==> config.mk <==
export PLATFORM = sky130hd
export DESIGN_NAME = ohc_to_binary_pipe
export DESIGN_NICKNAME = d
export VERILOG_FILES = /design/src/rtl/ohc_to_binary_pipe.sv
export SDC_FILE = /design/constraint.sdc
export NUM_CORES = 1
export LEC_CHECK = 0
export ABC_AREA = 1
export CAP_MARGIN = 20
export CORE_UTILIZATION = 40
export DETAILED_ROUTE_END_ITERATION = 8
export PLACE_DENSITY = 0.79
export SLEW_MARGIN = 20
export SYNTH_ARGS = -nofsm -noshare
export SYNTH_HDL_FRONTEND = slang
export SYNTH_SLANG_ARGS = --single-unit
export TNS_END_PERCENT = 50
==> constraint.sdc <==
create_clock -name clk -period 1.6 [get_ports clk]
set_clock_uncertainty 0.1 [all_clocks]
set_input_delay 0.4 -clock clk [delete_from_list [all_inputs] [get_ports clk]]
set_output_delay 0.4 -clock clk [all_outputs]
set_load 0.02 [all_outputs]
==> src/rtl/ohc_to_binary_pipe.sv <==
// One-hot residue to binary converter behind a single-entry valid/ready output register.
// Malformed codes (no hot bit or several) yield bin 0 with err set and bump a saturating counter.
module ohc_to_binary_pipe #(
    parameter int unsigned M         = 9,
    parameter int unsigned OUT_W     = $clog2(M),
    parameter int unsigned ERR_CNT_W = 8
) (
    input  logic                 clk,
    input  logic                 rst_n,
    input  logic                 in_valid,
    output logic                 in_ready,
    input  logic [M-1:0]         in_ohc,
    output logic                 out_valid,
    input  logic                 out_ready,
    output logic [OUT_W-1:0]     out_bin,
    output logic                 out_err,
    input  logic                 err_clr,
    output logic [ERR_CNT_W-1:0] err_cnt
);

    localparam logic [ERR_CNT_W-1:0] CNT_MAX = '1;

    typedef enum logic {
        S_EMPTY = 1'b0,
        S_FULL  = 1'b1
    } state_t;

    state_t                 state_q, state_d;
    logic [OUT_W-1:0]       bin_q, bin_d;
    logic                   err_q, err_d;
    logic [ERR_CNT_W-1:0]   cnt_q, cnt_d;

    logic                   seen_c;
    logic                   multi_c;
    logic [OUT_W-1:0]       idx_c;
    logic                   bad_c;
    logic [OUT_W-1:0]       bin_c;
    logic                   accept_c;

    // Decode: a second hot bit after the first marks the code as multi-hot.
    always_comb begin
        seen_c  = 1'b0;
        multi_c = 1'b0;
        idx_c   = '0;
        for (int k = 0; k < int'(M); k++) begin
            if (in_ohc[k]) begin
                multi_c = multi_c | seen_c;
                seen_c  = 1'b1;
                idx_c   = OUT_W'(k);
            end
        end
        bad_c = multi_c || !seen_c;
        bin_c = bad_c ? '0 : idx_c;
    end

    assign in_ready = (state_q == S_EMPTY) || out_ready;
    assign accept_c = in_valid && in_ready;

    always_comb begin
        state_d = state_q;
        bin_d   = bin_q;
        err_d   = err_q;
        cnt_d   = cnt_q;

        case (state_q)
            S_EMPTY: begin
                if (accept_c) begin
                    state_d = S_FULL;
                    bin_d   = bin_c;
                    err_d   = bad_c;
                end
            end
            S_FULL: begin
                if (accept_c) begin
                    bin_d = bin_c;
                    err_d = bad_c;
                end else if (out_ready) begin
                    state_d = S_EMPTY;
                end
            end
            default: state_d = S_EMPTY;
        endcase

        // Clear takes priority over a same-cycle malformed accept.
        if (err_clr) begin
            cnt_d = '0;
        end else if (accept_c && bad_c && (cnt_q != CNT_MAX)) begin
            cnt_d = cnt_q + ERR_CNT_W'(1);
        end
    end

    always_ff @(posedge clk or negedge rst_n) begin
        if (!rst_n) begin
            state_q <= S_EMPTY;
            bin_q   <= '0;
            err_q   <= 1'b0;
            cnt_q   <= '0;
        end else begin
            state_q <= state_d;
            bin_q   <= bin_d;
            err_q   <= err_d;
            cnt_q   <= cnt_d;
        end
    end

    assign out_valid = (state_q == S_FULL);
    assign out_bin   = bin_q;
    assign out_err   = err_q;
    assign err_cnt   = cnt_q;

endmodule

==> flow_summary_export.csv <==
group,metric,value,unit
outcome,outcome,"finished with violations",
outcome,violations,"negative setup slack",
setup_path,r2r_end,"err_cnt[0]",
power,leakage,0.748,nW
synth,yosysSeqAreaShare,39.9,%
timing,finalMaxSlewViolations,0,
synth,synth_area,877,um2
clocking,clockRootBuffer,"clkbuf_4",
synth,yosys.area.top_type,"dfrtp_1",
global_route,grt_max_degree,15,
setup_path,worst-setup-path-type,"input pin to primary output",
finish,drive_gt1_share,35.8,%
finish,fillers,166,
timing,worst_slack,-0.0311,ns
die,core,2000,um2
synth,synthDistinctLibCells,23,
power,vdd_drop_max,0.558,mV
power,power.density,605,nW/um2
timing,fmax,613,MHz
timing,relSlewSlack,75.0,%
clocking,worst_skew_pair.late_latency,0.28,ns
routing,num_vias,1031,
run,drv_cap,0,
timing,setup_viol,9,
setup_path,max_stage_delay,0.46,ns
setup_path,path_max_fanout,2,
clocking,clk_pin_slew_worst_paths,0.09,ns
clocking,cts_htree_levels,1,
setup_path,cp.buffers_inverters,3,
routing,viasPerCell,5.16,
die,chipHeight,48.8,um
routing,drt_iter0_drc,24,
routing,postRouteAntennaNets,0,
routing,avgRoutedWirePerCell,13.1,um
clocking,clock_path_buffers,2,
finish,n_antenna_cell,0,
synth,ys_ff_latch,14,
setup_path,cpLargestDelayFamily,"buffers and inverters",
synth,synthCells,119,
place,io_buffer_count,28,
synth,synthMuxAreaShare,0,%
setup_path,startpoint_type,"input pin",
place,dpl-instance-area,1330,um2
timing,rsz0062_at_grt,"true",
setup_path,reg2regPathDepth,10,
clocking,numCtsBuffers,3,
finish,fin_nets,190,
setup_path,arrival,1.13,ns
setup_path,rrSetupSlack,-0.03,ns
routing,drc,0,
die,io_pins,29,
synth,synth_xor_area_share,4.99,%
global_route,grt.overflow.total,0,
finish,final_common_cell,"nand2_1",
global_route,grt_pass1_vias,1029,
synth,yosys_warnings,0,
synth,synthTopCellsByArea,"dfrtp_1 40%, nand2_1 17%, nand3_1 6.8%",
synth,synth_fa_ha_area_share,1.43,%
routing,wl,2620,um
setup_path,r2r_start,"err_cnt[1]",
finish,finish.utilization,72.6,%
routing,dr.pass1.iters,4,
clocking,ctsHoldBuffers,0,
global_route,grt_pass1_wl,4310,um
clocking,cts_sinks,14,
clocking,cts_tree,"built",
finish,final_cell_mix,"28 x nand2_1, 23 x buf_4, 12 x nand2_2, 12 x dfrtp_1, 12 x dlygate4sd2_1",
synth,syn_nets,134,
setup_path,cp-end-kind,"primary output",
timing,post-route-period-util,102,%
synth,yosys.area_share.simple,39.9,%
setup_path,required,1.10,ns
synth,synth_compound_area_share,8.13,%
timing,fin_crit,1.63,ns
die,std_cell_rows,16,
timing,tightest_slew,0.372,ns
synth,synth_top_area_share,39.9,%
finish,areaGrowthSynthToFinish,65.8,%
timing,hold_viol,0,
global_route,antenna_found_initial,0,
global_route,grt.total_usage,23.6,%
place,gp_congestion,0.863,
finish,post-route-cell-area,1450,um2
place,hpwlAfterDp,1800,um
die,fp.dieArea,2380,um2
min_path,hold_class,"input pin to async pin",
setup_path,cp_slowest_cell,"clkdlybuf4s50_1",
setup_path,path_cells,"clkdlybuf4s50_1 > inv_1 > nand2_1 > buf_4",
synth,synth_top_family_by_area,"simple AND/OR/NAND/NOR gates",
die,start_util,43.8,%
timing,tns,-0.162,ns
die,die_x,48.8,um
synth,syn_avg_cell_area,7.37,um2
==> per-layer routing <==
layer / track usage (%) / part of all wire (%)
met4: 10.3 / 1.8
met5: 0 / 0
met3: 1.87 / 4.2
met2: 48.4 / 56
met1: 23.6 / 38
==> logic make-up after synthesis <==
family          count (synthesis)
compound gates                 12
xor+xnor                        5
flops                          14
buf+inv                        13
fa+ha+maj                       1
simple gates                   74
==> layout make-up <==
cell class	count	area [um2]	area share, %
clock buffer	3	22.5	1.55
inverter	12	45.0	3.10
multi-input combinational	93	579	39.8
sequential	14	353	24.3
tap	27	33.8	2.32
timing repair buffer	51	420	28.9
==> synthesized netlist by cell type <==
master    instances
nand2_1          39
dfrtp_1          14
nand3_1          12
nor2_1           12
inv_1            11
a21oi_1           4
o21ai_0           4
xor2_1            4
nor2_2            3
nor3_1            2
o31ai_1           2
a21boi_0          1
clkbuf_1          1
clkinv_1          1
ha_1              1
nand2_2           1
nand2_4           1
nand3_4           1
nand3b_1          1
nand4_1           1
nand4_4           1
o21ai_2           1
xnor2_1           1
==> worst max-delay path by stage <==
stage                     slack, ns  startpoint    endpoint  cells after the start
final                         -0.03   out_ready    in_ready                      4
after global routing           -0.1  err_cnt[1]  err_cnt[6]                     10
after detailed placement      -0.56   in_ohc[1]  err_cnt[0]                     11
after CTS                     -0.03  err_cnt[1]  err_cnt[0]                     10
after floorplan                0.01  err_cnt[0]  err_cnt[0]                      9
after global placement        -0.44   out_ready    in_ready                      4
==> metrics by stage <==
| stage | hold slack [ns] | cells | power (mW) | worst slack (ns) |
|---|---|---|---|---|
| CTS | 0.327 | 198 | 0.861 | -0.0256 |
| finish | 0.326 | 200 | 0.880 | -0.0311 |
| floorplan | 0.00441 | 119 | 0.503 | 0.0107 |
| detailed placement | 0.373 | 191 | 0.644 | -0.564 |
| global route | 0.322 | 200 | 0.935 | -0.0967 |
| global placement | 0.374 | 191 | 0.634 | -0.444 |
==> report_power, final <==
| group | internal (mW) | switching, mW |
|---|---|---|
| combinational | 0.129 | 0.157 |
| clock | 0.0872 | 0.117 |
| sequential | 0.374 | 0.0149 |
| total | 0.590 | 0.290 |
==> sequential cells by signal (all words and copies together) (netlist names) <==
name	count
out_bin	4
out_valid	1
out_err	1
err_cnt	8
==> worst reg2reg max path: cells and delay by family, from the launching register on <==
kind                     cells  cell delay (ns)
buffers and inverters        2             0.18
adder cells (fa/ha/maj)      1             0.13
flip-flops                   1             0.38
AND/OR/NAND/NOR              7             0.75
==> what timing repair did <==
item	in CTS	in global routing
endpoints found under the setup margin	28	14
resized for setup	44	24
cloned	1	0
pin swaps	9	14
endpoints found under the hold margin	0	0
buffers inserted	3	2
Power figures use the tool's default switching activity.
